$ cat src/rtl/gain_ramp.sv
// gain_ramp: fine multiplicative gain on NUM_CH packed channels per frame,
// with a per-frame bounded gain ramp, output saturation and sticky clip flags.
// A single multiplier is shared across channels, one channel per cycle.
//
// Ports:
//   bck          bit clock, all logic on the rising edge
//   rst          synchronous active-high reset
//   target_gain  requested gain, Q2.(GAIN_WIDTH-2), sampled on accepted sync_in
//   mute         forces the effective target to 0 (ramped)
//   sync_in      one-cycle frame strobe, data_in valid in the same cycle
//   data_in      packed input samples, channel k at [k*DATA_WIDTH +: DATA_WIDTH]
//   sync_out     one-cycle strobe, data_out valid from this cycle
//   data_out     packed output samples, held until the next sync_out
//   clip         per-channel sticky saturation flags
//   clip_clr     clears all clip flags (a coincident new saturation wins)
//   overrun      sticky, set when a frame arrives while busy; cleared by rst
//   ramping      high while the current gain differs from the live target
//
// state | meaning
// IDLE  | waiting for sync_in; the accepted frame steps cur_gain
// MUL   | one channel multiplied and saturated per cycle, ch_q selects it
// DONE  | results loaded into data_out, sync_out high, back to IDLE next
module gain_ramp #(
  parameter int                    DATA_WIDTH = 24,
  parameter int                    NUM_CH     = 2,
  parameter int                    GAIN_WIDTH = 16,
  parameter logic [GAIN_WIDTH-1:0] RAMP_STEP  = 16'h0400
) (
  input  logic                         bck,
  input  logic                         rst,
  input  logic [GAIN_WIDTH-1:0]        target_gain,
  input  logic                         mute,
  input  logic                         sync_in,
  input  logic [NUM_CH*DATA_WIDTH-1:0] data_in,
  output logic                         sync_out,
  output logic [NUM_CH*DATA_WIDTH-1:0] data_out,
  output logic [NUM_CH-1:0]            clip,
  input  logic                         clip_clr,
  output logic                         overrun,
  output logic                         ramping
);

  localparam int PW = DATA_WIDTH + GAIN_WIDTH + 1;
  localparam int CW = (NUM_CH > 1) ? $clog2(NUM_CH) : 1;
  localparam int FW = NUM_CH * DATA_WIDTH;

  typedef enum logic [1:0] {IDLE, MUL, DONE} state_t;

  state_t                  state_q, state_d;
  logic [CW-1:0]           ch_q, ch_d;
  logic [GAIN_WIDTH-1:0]   cur_gain_q, cur_gain_d;
  logic [FW-1:0]           din_q, din_d;
  logic [FW-1:0]           res_q, res_d;
  logic [FW-1:0]           data_out_q, data_out_d;
  logic                    sync_out_q, sync_out_d;
  logic [NUM_CH-1:0]       clip_q, clip_d;
  logic                    overrun_q, overrun_d;

  logic [GAIN_WIDTH-1:0]   tgt;
  logic [GAIN_WIDTH-1:0]   gain_next;
  logic [DATA_WIDTH-1:0]   sample;
  logic signed [PW-1:0]    samp_ext, gain_ext, prod, shifted;
  logic                    ovf_pos, ovf_neg;
  logic [DATA_WIDTH-1:0]   sat;

  assign tgt = mute ? '0 : target_gain;

  // Compare the distance to the target against the step first, so the
  // add/subtract can never cross the target and never wrap.
  always_comb begin
    gain_next = cur_gain_q;
    if (cur_gain_q < tgt) begin
      gain_next = ((tgt - cur_gain_q) > RAMP_STEP) ? cur_gain_q + RAMP_STEP : tgt;
    end else if (cur_gain_q > tgt) begin
      gain_next = ((cur_gain_q - tgt) > RAMP_STEP) ? cur_gain_q - RAMP_STEP : tgt;
    end
  end

  // Shared multiplier: both operands extended to full product width, the
  // gain as a non-negative value.
  assign sample   = din_q[ch_q*DATA_WIDTH +: DATA_WIDTH];
  assign samp_ext = {{(PW-DATA_WIDTH){sample[DATA_WIDTH-1]}}, sample};
  assign gain_ext = {{(PW-GAIN_WIDTH){1'b0}}, cur_gain_q};
  assign prod     = samp_ext * gain_ext;
  assign shifted  = prod >>> (GAIN_WIDTH - 2);

  // The result fits only if every bit above the output sign bit matches it.
  assign ovf_pos = !shifted[PW-1] && (|shifted[PW-2:DATA_WIDTH-1]);
  assign ovf_neg = shifted[PW-1] && !(&shifted[PW-2:DATA_WIDTH-1]);
  assign sat     = ovf_pos ? {1'b0, {(DATA_WIDTH-1){1'b1}}} :
                   ovf_neg ? {1'b1, {(DATA_WIDTH-1){1'b0}}} :
                   shifted[DATA_WIDTH-1:0];

  always_comb begin
    state_d    = state_q;
    ch_d       = ch_q;
    cur_gain_d = cur_gain_q;
    din_d      = din_q;
    res_d      = res_q;
    data_out_d = data_out_q;
    sync_out_d = 1'b0;
    clip_d     = clip_q;
    overrun_d  = overrun_q;
    if (clip_clr) clip_d = '0;
    case (state_q)
      IDLE: begin
        if (sync_in) begin
          din_d      = data_in;
          cur_gain_d = gain_next;
          ch_d       = '0;
          state_d    = MUL;
        end
      end
      MUL: begin
        if (sync_in) overrun_d = 1'b1;
        res_d[ch_q*DATA_WIDTH +: DATA_WIDTH] = sat;
        if (ovf_pos || ovf_neg) clip_d[ch_q] = 1'b1;
        if (ch_q == CW'(NUM_CH - 1)) begin
          // Outputs are registered on entry to DONE so sync_out and the new
          // data_out appear together during the DONE cycle.
          data_out_d = res_d;
          sync_out_d = 1'b1;
          state_d    = DONE;
        end else begin
          ch_d = ch_q + CW'(1);
        end
      end
      DONE: begin
        if (sync_in) overrun_d = 1'b1;
        state_d = IDLE;
      end
      default: state_d = IDLE;
    endcase
  end

  always_ff @(posedge bck) begin
    if (rst) begin
      state_q    <= IDLE;
      ch_q       <= '0;
      cur_gain_q <= '0;
      din_q      <= '0;
      res_q      <= '0;
      data_out_q <= '0;
      sync_out_q <= 1'b0;
      clip_q     <= '0;
      overrun_q  <= 1'b0;
    end else begin
      state_q    <= state_d;
      ch_q       <= ch_d;
      cur_gain_q <= cur_gain_d;
      din_q      <= din_d;
      res_q      <= res_d;
      data_out_q <= data_out_d;
      sync_out_q <= sync_out_d;
      clip_q     <= clip_d;
      overrun_q  <= overrun_d;
    end
  end

  assign sync_out = sync_out_q;
  assign data_out = data_out_q;
  assign clip     = clip_q;
  assign overrun  = overrun_q;
  assign ramping  = (cur_gain_q != tgt);

endmodule

$ cat config.mk
export PLATFORM = sky130hd
export DESIGN_NAME = gain_ramp
export DESIGN_NICKNAME = d
export VERILOG_FILES = /design/src/rtl/gain_ramp.sv
export SDC_FILE = /design/constraint.sdc
export NUM_CORES = 1
export LEC_CHECK = 0
export BUFFER_PORTS_ARGS = -buffer_cell sky130_fd_sc_hd__buf_2
export CORE_MARGIN = 2
export CORE_UTILIZATION = 30
export CTS_CLUSTER_DIAMETER = 50
export DETAILED_ROUTE_END_ITERATION = 8
export PLACE_DENSITY_LB_ADDON = 0.05
export SLEW_MARGIN = 10
export SYNTH_ARGS = -nofsm -noshare
export SYNTH_HDL_FRONTEND = slang
export SYNTH_SLANG_ARGS = --single-unit
export TNS_END_PERCENT = 30
$ cat constraint.sdc
create_clock -name bck -period 8.96 [get_ports bck]
set_input_delay 2.688 -clock bck [delete_from_list [all_inputs] [get_ports bck]]
set_output_delay 2.688 -clock bck [all_outputs]
set_load 0.03 [all_outputs]
==> impl_metrics.toml <==
[clock_network]
clk_latency_ps = 460
cts.sinks = 143
post_cts_resized = 0
cts_buffers = 17
cts_tree = "done"
clockBufferDepth = 2
clk_pin_slew_ps = 80
cts_root_buf = "clkbuf_16"
cts_setup_buffers = 0
cts_hold_buf = 0
htree_levels = 4

[floorplan]
die_h_um = 272
initial_utilization = 0.302
die_w_um = 272
fp-row-count = 98
io_pins = 122
core_um2 = 71200
die_area_um2 = 73800

[placement]
dpl.hpwl_um = 61600
gp_congestion = 0.869
placed_area_um2 = 23200
port_buffers = 121

[yosys]
avgSynthCellArea_um2 = 8.36
synth_top_family_by_area = "adder cells"
ys_ff_latch = 143
synth_nets = 3149
synth_area_um2 = 21500
synth.distinct_cells = 75
seq_area_frac_synth = 0.133
synthCells = 2570
synth-simple-area-share = 0.171
synth_compound_area_frac = 0.107
synth_edf_count = 0
yosys_warnings = 0
synthArstFlopShare = 0
synth-adder-area-share = 0.428
synth_xor_area_frac = 0.0214
synth_flop_cell = "dfxtp_1"
synthMuxAreaShare = 0.0257

[worst_setup_path]
path_class = "register to register"
start_kind = "register"
crit_path_max_fanout = 24
cp.required_ps = 9330
endpoint_kind = "register"
arrival_ps = 8520

[detailed_routing]
via_count = 17400
antenna_left = 0
first_pass_iters = 6
drtIter0Drc = 1122
drt_wl_total_um = 76500
routedWlPerCell_um = 21.3
drc = 0
vias_per_cell = 4.83

[final_layout]
final_cell_area_um2 = 23800
drive_gt1_frac = 0.101
fin_util = 0.335
nFillCells = 7597
fin_nets = 3216
antenna_cells = 0
syn_to_final_growth_pct = 11.0

[sta]
fin_tns_setup_ps = 0
max_freq_mhz = 123
final_hold_viol_count = 0
slew_headroom = 0.259
setup_viol = 0
min_period_over_period = 0.910
tightestPinTransition_ps = 1110
period_needed_ps = 8160
rsz0062_at_grt = "false"
maxSlewViolCount = 0
clock_skew_ps = 22.8

[power_and_ir_drop]
p_per_area_nw_per_um2 = 127
ir_drop_uv = 113
total_power_mw = 3.03
leakagePower_nw = 11.5

[worst_hold_path]
hold_class = "register to register"

[global_route]
grt_max_degree = 83
track_usage = 0.213
overflow = 0
grt_pass1_vias = 18800
antenna_found_initial = 3
grt_pass1_wl_um = 118000

[outcome]
run_status = "finished, final reports clean"

[run]
drv_cap = 0
-- worst paths after layout --
check | startpoint | slack (ps) | endpoint | cells after the start
setup reg to reg | ch_q | 800 | res_q[16] | 23
setup / recovery | ch_q | 800 | res_q[16] | 23
hold / removal | res_q[2] | 450 | data_out[2] | 2
hold reg to reg | res_q[2] | 450 | data_out[2] | 2
-- final cells by class --
class / instances / area (um2) / area share
inverters: 504 / 1890 / 0.0793
multi-input cells: 1796 / 16200 / 0.680
clock buffers: 17 / 425 / 0.0178
clock inverters: 15 / 188 / 0.00787
repair buffers: 175 / 1080 / 0.0451
flip-flops and latches: 143 / 2860 / 0.120
well taps: 950 / 1190 / 0.0498
-- stage by stage --
step | std cells | setup WS, ps | hold slack [ps]
4_1_cts | 3600 | 663 | 455
6_report | 3600 | 805 | 453
3_3_place_gp | 3568 | 848 | 444
3_5_place_dp | 3568 | 681 | 445
5_1_grt | 3600 | 244 | 478
2_1_floorplan | 2570 | 1280 | 432
-- cell usage after synthesis, types with 18 or more instances --
library cell | n | area share
nand2_1 | 437 | 0.076
nand3_1 | 22 | 0.0051
clkbuf_1 | 102 | 0.018
a211oi_2 | 19 | 0.011
a21o_1 | 27 | 0.0094
o21ai_0 | 41 | 0.0095
dfxtp_1 | 143 | 0.13
nand2b_1 | 22 | 0.0064
a211oi_1 | 41 | 0.014
a21oi_1 | 136 | 0.032
mux2i_1 | 26 | 0.012
xnor2_1 | 32 | 0.013
xor2_1 | 18 | 0.0073
and2_1 | 89 | 0.026
nor3_1 | 35 | 0.0082
fa_1 | 376 | 0.35
mux2_2 | 26 | 0.014
inv_1 | 500 | 0.087
nor2_1 | 173 | 0.030
ha_1 | 134 | 0.078
-- layout by cell type (no fill, tap or decap), types with 11 or more instances in the layout --
master and instances:
nand2b_1 22, nor2b_1 12, nor3_1 34, mux2_2 26, dfxtp_1 142, nand2_1 436, and3_1 11, xnor2_1 32
a21o_1 27, o21ai_0 41, xor2_1 18, a211oi_1 41, buf_4 50, inv_1 500, a211oi_2 19, and2_1 88
a21oi_1 136, nor2_1 172, ha_1 134, mux2i_1 26, buf_2 120, a31oi_1 13, fa_1 376, clkbuf_16 17
nand3_1 22
-- cells by family (layout without fill, tap and decap cells) --
logic type,count (synthesis),after routing
flip-flops,143,143
multiplexers,52,52
XOR/XNOR,51,51
adder cells (fa/ha/maj),510,510
AND/OR/NAND/NOR,836,836
buffers and inverters,631,711
AO/OA/AOI/OAI,347,347
-- layer usage --
metal / up-vias / global-route usage / routed length [um]
li1: 8062 / - / -
met4: 2 / 0.0619 / 2320
met2: 369 / 0.373 / 37900
met5: - / 0 / 10
met1: 8868 / 0.273 / 33100
met3: 93 / 0.0305 / 3270
-- state kept, by name (all words and copies together), names as in the netlist --
name,cells
data_out,48
din_q,48
res_q,24
cur_gain_q,16
clip,2
state_q,2
ch_q,1
overrun,1
sync_out,1
-- critical path: stages (launching register included) --
cell and delay [ps]:
dfxtp_2 530, mux2_2 530, nand2_1 290, fa_1 780
fa_1 440, inv_1 420, fa_1 550, fa_1 500
fa_1 490, inv_1 50, fa_1 490, inv_1 50
ha_1 350, and2_1 230, nand3_1 230, nor4_1 330
o21ai_0 240, a221oi_1 370, o31ai_1 230, a31oi_2 250
buf_12 210, nor2_2 70, buf_12 170, a211oi_1 240
-- report_power, final --
group / internal [mW] / switching (mW) / leakage (nW)
Combinational: 0.517 / 1.02 / 10.0
Sequential: 0.685 / 0.0591 / 1.17
Clock: 0.380 / 0.365 / 0.295
Total: 1.58 / 1.45 / 11.5
Note: power is estimated with default switching activity, not from simulation.
